### src/rtl/sw_tail_buffer.sv
// Tail boundary buffer for the systolic SW array: collects last-PE beats into a FIFO for the
// next query segment and tracks the running maximum score. SW_TAIL_MAX_POS_EN adds max_col.
module sw_tail_buffer #(
    parameter int unsigned CALC_BIT = 16,
    parameter int unsigned DEPTH    = 64,
    parameter int unsigned AW       = 6
) (
    input  logic                clk,
    input  logic                rst,
    input  logic                start,
    input  logic                t_valid,
    input  logic [CALC_BIT-1:0] v_in,
    input  logic [CALC_BIT-1:0] v_in_a,
    input  logic [CALC_BIT-1:0] f_in_b,
    input  logic [CALC_BIT-1:0] max_in,
    input  logic                pass_end,
    input  logic                last_pass,
    input  logic                rd_en,
    output logic [CALC_BIT-1:0] v_o,
    output logic [CALC_BIT-1:0] v_a_o,
    output logic [CALC_BIT-1:0] f_b_o,
    output logic                rd_valid,
    output logic                full,
    output logic                empty,
    output logic                busy,
    output logic [CALC_BIT-1:0] max_score,
    output logic                score_valid,
    output logic                ovf_err
`ifdef SW_TAIL_MAX_POS_EN
    ,
    output logic [15:0]         max_col
`endif
);

    localparam int unsigned EW = 3 * CALC_BIT;
    localparam logic [AW:0] FullCnt = (AW+1)'(DEPTH);

    typedef enum logic [1:0] {StIdle, StCollect, StDone} state_e;

    state_e              state_q, state_d;
    logic [AW-1:0]       wptr_q, rptr_q;
    logic [AW:0]         cnt_q;
    logic [EW-1:0]       mem_q [DEPTH];
    logic [CALC_BIT-1:0] v_q, va_q, fb_q, max_q;
    logic                rdv_q, ovf_q;

    logic clr, wr_req, wr_ok, rd_ok, ovf_set, raise;

    always_comb begin
        clr     = (state_q == StIdle) && start;
        wr_req  = (state_q == StCollect) && t_valid;
        rd_ok   = rd_en && (cnt_q != '0) && !clr;
        // A read in the same cycle frees the slot, so a write to a full FIFO still lands.
        wr_ok   = wr_req && ((cnt_q != FullCnt) || rd_ok);
        ovf_set = wr_req && (cnt_q == FullCnt) && !rd_ok;
        raise   = wr_req && (max_in > max_q);
    end

    always_comb begin
        state_d = state_q;
        unique case (state_q)
            StIdle:    if (start) state_d = StCollect;
            StCollect: if (pass_end && last_pass) state_d = StDone;
            StDone:    state_d = StIdle;
            default:   state_d = StIdle;
        endcase
    end

    always_ff @(posedge clk or posedge rst) begin
        if (rst) begin
            state_q <= StIdle;
            wptr_q  <= '0;
            rptr_q  <= '0;
            cnt_q   <= '0;
            v_q     <= '0;
            va_q    <= '0;
            fb_q    <= '0;
            max_q   <= '0;
            rdv_q   <= 1'b0;
            ovf_q   <= 1'b0;
        end else begin
            state_q <= state_d;
            rdv_q   <= rd_ok;
            if (clr) begin
                wptr_q <= '0;
                rptr_q <= '0;
                cnt_q  <= '0;
                max_q  <= '0;
                ovf_q  <= 1'b0;
            end else begin
                if (wr_ok) wptr_q <= wptr_q + AW'(1);
                if (rd_ok) begin
                    rptr_q <= rptr_q + AW'(1);
                    {v_q, va_q, fb_q} <= mem_q[rptr_q];
                end
                if (wr_ok && !rd_ok) cnt_q <= cnt_q + (AW+1)'(1);
                else if (!wr_ok && rd_ok) cnt_q <= cnt_q - (AW+1)'(1);
                if (raise) max_q <= max_in;
                if (ovf_set) ovf_q <= 1'b1;
            end
        end
    end

    // Storage carries no reset; validity is tracked by the pointers and count.
    always_ff @(posedge clk) begin
        if (wr_ok) mem_q[wptr_q] <= {v_in, v_in_a, f_in_b};
    end

`ifdef SW_TAIL_MAX_POS_EN
    logic [15:0] col_q, max_col_q;

    always_ff @(posedge clk or posedge rst) begin
        if (rst) begin
            col_q     <= '0;
            max_col_q <= '0;
        end else if (clr) begin
            col_q     <= '0;
            max_col_q <= '0;
        end else if (wr_req) begin
            col_q <= col_q + 16'd1;
            if (raise) max_col_q <= col_q;
        end
    end

    assign max_col = max_col_q;
`endif

    assign v_o         = v_q;
    assign v_a_o       = va_q;
    assign f_b_o       = fb_q;
    assign rd_valid    = rdv_q;
    assign full        = (cnt_q == FullCnt);
    assign empty       = (cnt_q == '0);
    assign busy        = (state_q == StCollect);
    assign max_score   = max_q;
    assign score_valid = (state_q == StDone);
    assign ovf_err     = ovf_q;

endmodule
### config.mk
export PLATFORM = sky130hd
export DESIGN_NAME = sw_tail_buffer
export DESIGN_NICKNAME = d
export VERILOG_FILES = /design/src/rtl/sw_tail_buffer.sv
export SDC_FILE = /design/constraint.sdc
export NUM_CORES = 2
export LEC_CHECK = 0
export BUFFER_PORTS_ARGS = -buffer_cell sky130_fd_sc_hd__buf_2
export CAP_MARGIN = 20
export CORE_ASPECT_RATIO = 1.25
export CORE_UTILIZATION = 50
export DETAILED_ROUTE_END_ITERATION = 8
export GPL_TIMING_DRIVEN = 0
export HOLD_SLACK_MARGIN = 0.06
export PLACE_DENSITY = 0.69
export SLEW_MARGIN = 40
export SYNTH_ARGS = -nofsm -noshare
export SYNTH_HDL_FRONTEND = slang
export SYNTH_SLANG_ARGS = --single-unit
### constraint.sdc
create_clock -name clk -period 4.4 [get_ports clk]
set_input_delay 0.44 -clock clk [delete_from_list [all_inputs] [get_ports clk]]
set_output_delay 0.44 -clock clk [all_outputs]
set_load 0.01 [all_outputs]
==> results by group <==
Status
  • Run status: complete, but fails checks
  • Violated checks: setup timing

Die
  • CORE AREA: approximately 240000 um2
  • Rows: 201
  • Die ar.: ~240000 um2
  • Die W: 442 um
  • Starting density of the core: a little over 50%
  • Die Y: 552 um
  • # IOs: 141

Placed design
  • Gpl congestion: approximately 0.9
  • Post-DP HPWL: 278 mm
  • Buffers on Ports: 140
  • Dpl cells: 9045

Route
  • DRC Markers: 0
  • First-pass DRT Iterations: 8
  • Top Metal Used: met5
  • Routed len/inst: 42.4 um
  • Via Count: between 60k and 70k
  • Vias per Instance: ~7.0
  • Met2 routed WL: roughly 180 mm
  • Final WL: 409 mm
  • Antenna-violating nets left: 0
  • M1 WL: 129 mm
  • Met3 WL post-DR: between 50 and 60 mm
  • Iter 0 DRT Violations: 11.8k

Synthesis
  • Avg Inst Size Synth: 22.3 um2
  • Post-synth top area share: 76.2%
  • Synth unique cells: 60
  • Top post-synthesis cells by area: edfxtp_1 76%, mux4_2 13%, mux2i_1 3.1%
  • YS warnings: 0
  • Yosys reg bits: 3159
  • Cell with the most instances after synthesis: edfxtp_1
  • Sequential fraction of the synthesis area: 78.0%
  • Post-Synthesis Cells: 5427
  • Synth Net Count: 5523
  • Cell taking the most area after synthesis: edfxtp_1
  • Primary FF master, synth: edfxtp_1
  • Post-synth EDFFs: 3072
  • Asr flop ratio synth: under 10%
  • Synth cell count leaders: 3072 x edfxtp_1, 690 x mux4_2, 375 x mux2i_1
  • Area of the mapped netlist: ~120000 um2

CTS
  • H-Tree Depth: 5
  • Total CTS buffers: 309
  • CTS max path bufs: 4
  • Clk slew on worst S/H paths: approximately 70 ps
  • CTS tree: yes
  • Clk Latency, worst-skew pair: between 900 and 1000 ps
  • Root buf cell: clkbuf_16
  • Num Clock Sinks: 3159

Power
  • Lkg Pwr: 46.1 nW
  • Overall Power: 83.4 mW
  • P per Cell Area: 578 nW/um2
  • IR drop worst, VDD: 541 uV

Setup path
  • Setup slack, reg-to-reg: -110 ps
  • CP required: 5080 ps
  • Critical Path Fanout Max: 10
  • WS Path Type: flop to flop
  • Critical Path Sink Type: flop
  • Crit start category: flop
  • CP arrival: 5190 ps

Timing
  • Final setup skew: 54.2 ps
  • Worst Slack Setup Final: -109 ps
  • Tightest Pin Transition: 1080 ps
  • RSZ-0062 raised after global routing: no
  • Final setup fails: 5
  • Final number of hold-violating endpoints: 0
  • Final Critical Period: 4510 ps
  • Final worst path period share: 102%
  • Final Max Tran Viols: 0
  • Relative slew slack: 28.0%
  • Maximum clock frequency: between 200 and 250 MHz

Global routing
  • Global-route wire length before repair: 548 mm
  • Largest net degree at the start of global routing: 65
  • GRT overflow: 0
  • GRT Total Usage: 33.2%
  • Number of global-route vias before repair: 66.0k
  • Initial antenna violation count: 32

Hold path
  • Min-Delay Path Class: input pin to flop

Finish
  • Multi-input logic area: 25700 um2
  • Final std cells w/o fill: about 9.6k
  • Nets: 6332
  • Layout area overhead: 19.1%
  • Layout cell share with drive strength beyond 1: 31.4%
  • Register area: roughly 94000 um2
  • Final-layout fill cell count: 16.3k

Flow run
  • Max_cap viols: 0
-- placed cells by master, fill, tap and decap left out, drive strengths merged, types with 25 or more instances in the layout --
cell type	n
edfxtp	3072
mux4	690
buf	665
clkbuf	496
mux2i	375
nor2	188
clkinv	113
o22ai	101
dfrtp	87
a21oi	74
a2111oi	71
nand2	62
o21ai	60
nand3	38
inv	37
bufinv	35
a221oi	29
mux2	26
o221ai	25
-- path summary, 6_finish.rpt --
check | startpoint | end | cells past startpoint
worst max-delay path | rptr_q[2]$_DFFE_PP0P_ | f_b_o[15]$_DFFE_PP0P_ | 10
worst min-delay path | v_in_a[1] | mem_q[45][17]$_DFFE_PP_ | 1
worst max register to register | rptr_q[2]$_DFFE_PP0P_ | f_b_o[15]$_DFFE_PP0P_ | 10
worst min register to register | ovf_err$_DFFE_PP0P_ | ovf_err$_DFFE_PP0P_ | 1
max in group asynchronous | rst | v_a_o[13]$_DFFE_PP0P_ | 4
min in group asynchronous | rst | max_score[10]$_DFFE_PP0P_ | 3
-- timing repair --
item,4_1_cts,5_1_grt
endpoints found under the setup margin,3,61
hold buffers,22,1
gates resized for setup,3,5
endpoints found under the hold margin,110,16
setup buffers,0,1
pin swaps,0,1
-- registers in the layout, indices dropped and copies added (netlist names) --
name / cells
v_a_o: 16
cnt_q: 7
rptr_q: 6
ovf_err: 1
state_q: 2
wptr_q: 6
f_b_o: 16
mem_q: 3072
rd_valid: 1
v_o: 16
max_score: 16
-- critical path: stages, from the launching register on --
cell	delay [ps]
dfrtp_1	360
buf_2	320
buf_2	440
buf_2	530
buf_2	530
clkbuf_4	560
buf_4	380
mux2i_1	390
a22oi_1	140
nand3_1	270
nand2_1	300
-- metrics by stage --
| step | instance area, um2 | hold WS, ps | TNS [ps] | utilization (%) | worst slack, ps |
|---|---|---|---|---|---|
| 2_1_floorplan | 121000 | 478 | 0 | - | 341 |
| 3_3_place_gp | 126000 | 493 | - | 52.3 | -4390 |
| 3_5_place_dp | 134000 | 469 | -324 | 55.6 | -273 |
| 4_1_cts | 144000 | 65.2 | 0 | 59.9 | 39.5 |
| 5_1_grt | 144000 | 65.9 | 0 | 60.0 | 19.7 |
| 6_report | 144000 | 61.4 | -388 | 60.0 | -109 |
-- final cells by class --
cell class / count / share of cell area [%]
sequential: 3159 / 65.5
tap: 3146 / 2.73
buffer: 299 / 1.22
inverter: 27 / 0.0755
clock buffer: 388 / 5.73
timing repair buffer: 499 / 5.69
clock inverter: 165 / 1.24
antenna: 21 / 0.0364
multi-input combinational: 1941 / 17.8
-- power by group --
part           internal, mW  switching, mW  total (mW)
combinational          8.61           13.5        22.2
clock                  15.4           11.5        27.0
sequential             33.6          0.687        34.3
total                  57.6           25.8        83.4
-- routing by layer --
layer	track usage [%]	vias up
li1	-	24700
met1	39.9	34400
met2	50.2	6169
met3	10.7	1694
met4	25.3	30
met5	0.294	-
-- cells by family after synthesis --
family / after synthesis / synth area share, %
AOI/OAI and AO/OA: 474 / 2.85
DFF: 3159 / 78.0
and+or+nand+nor: 340 / 1.21
muxes: 1091 / 16.2
adders and majority gates: 25 / 0.264
buffers and inverters: 327 / 1.46
xor gates and xnor gates: 11 / 0.0795
Note: power is estimated with default switching activity, not from simulation.
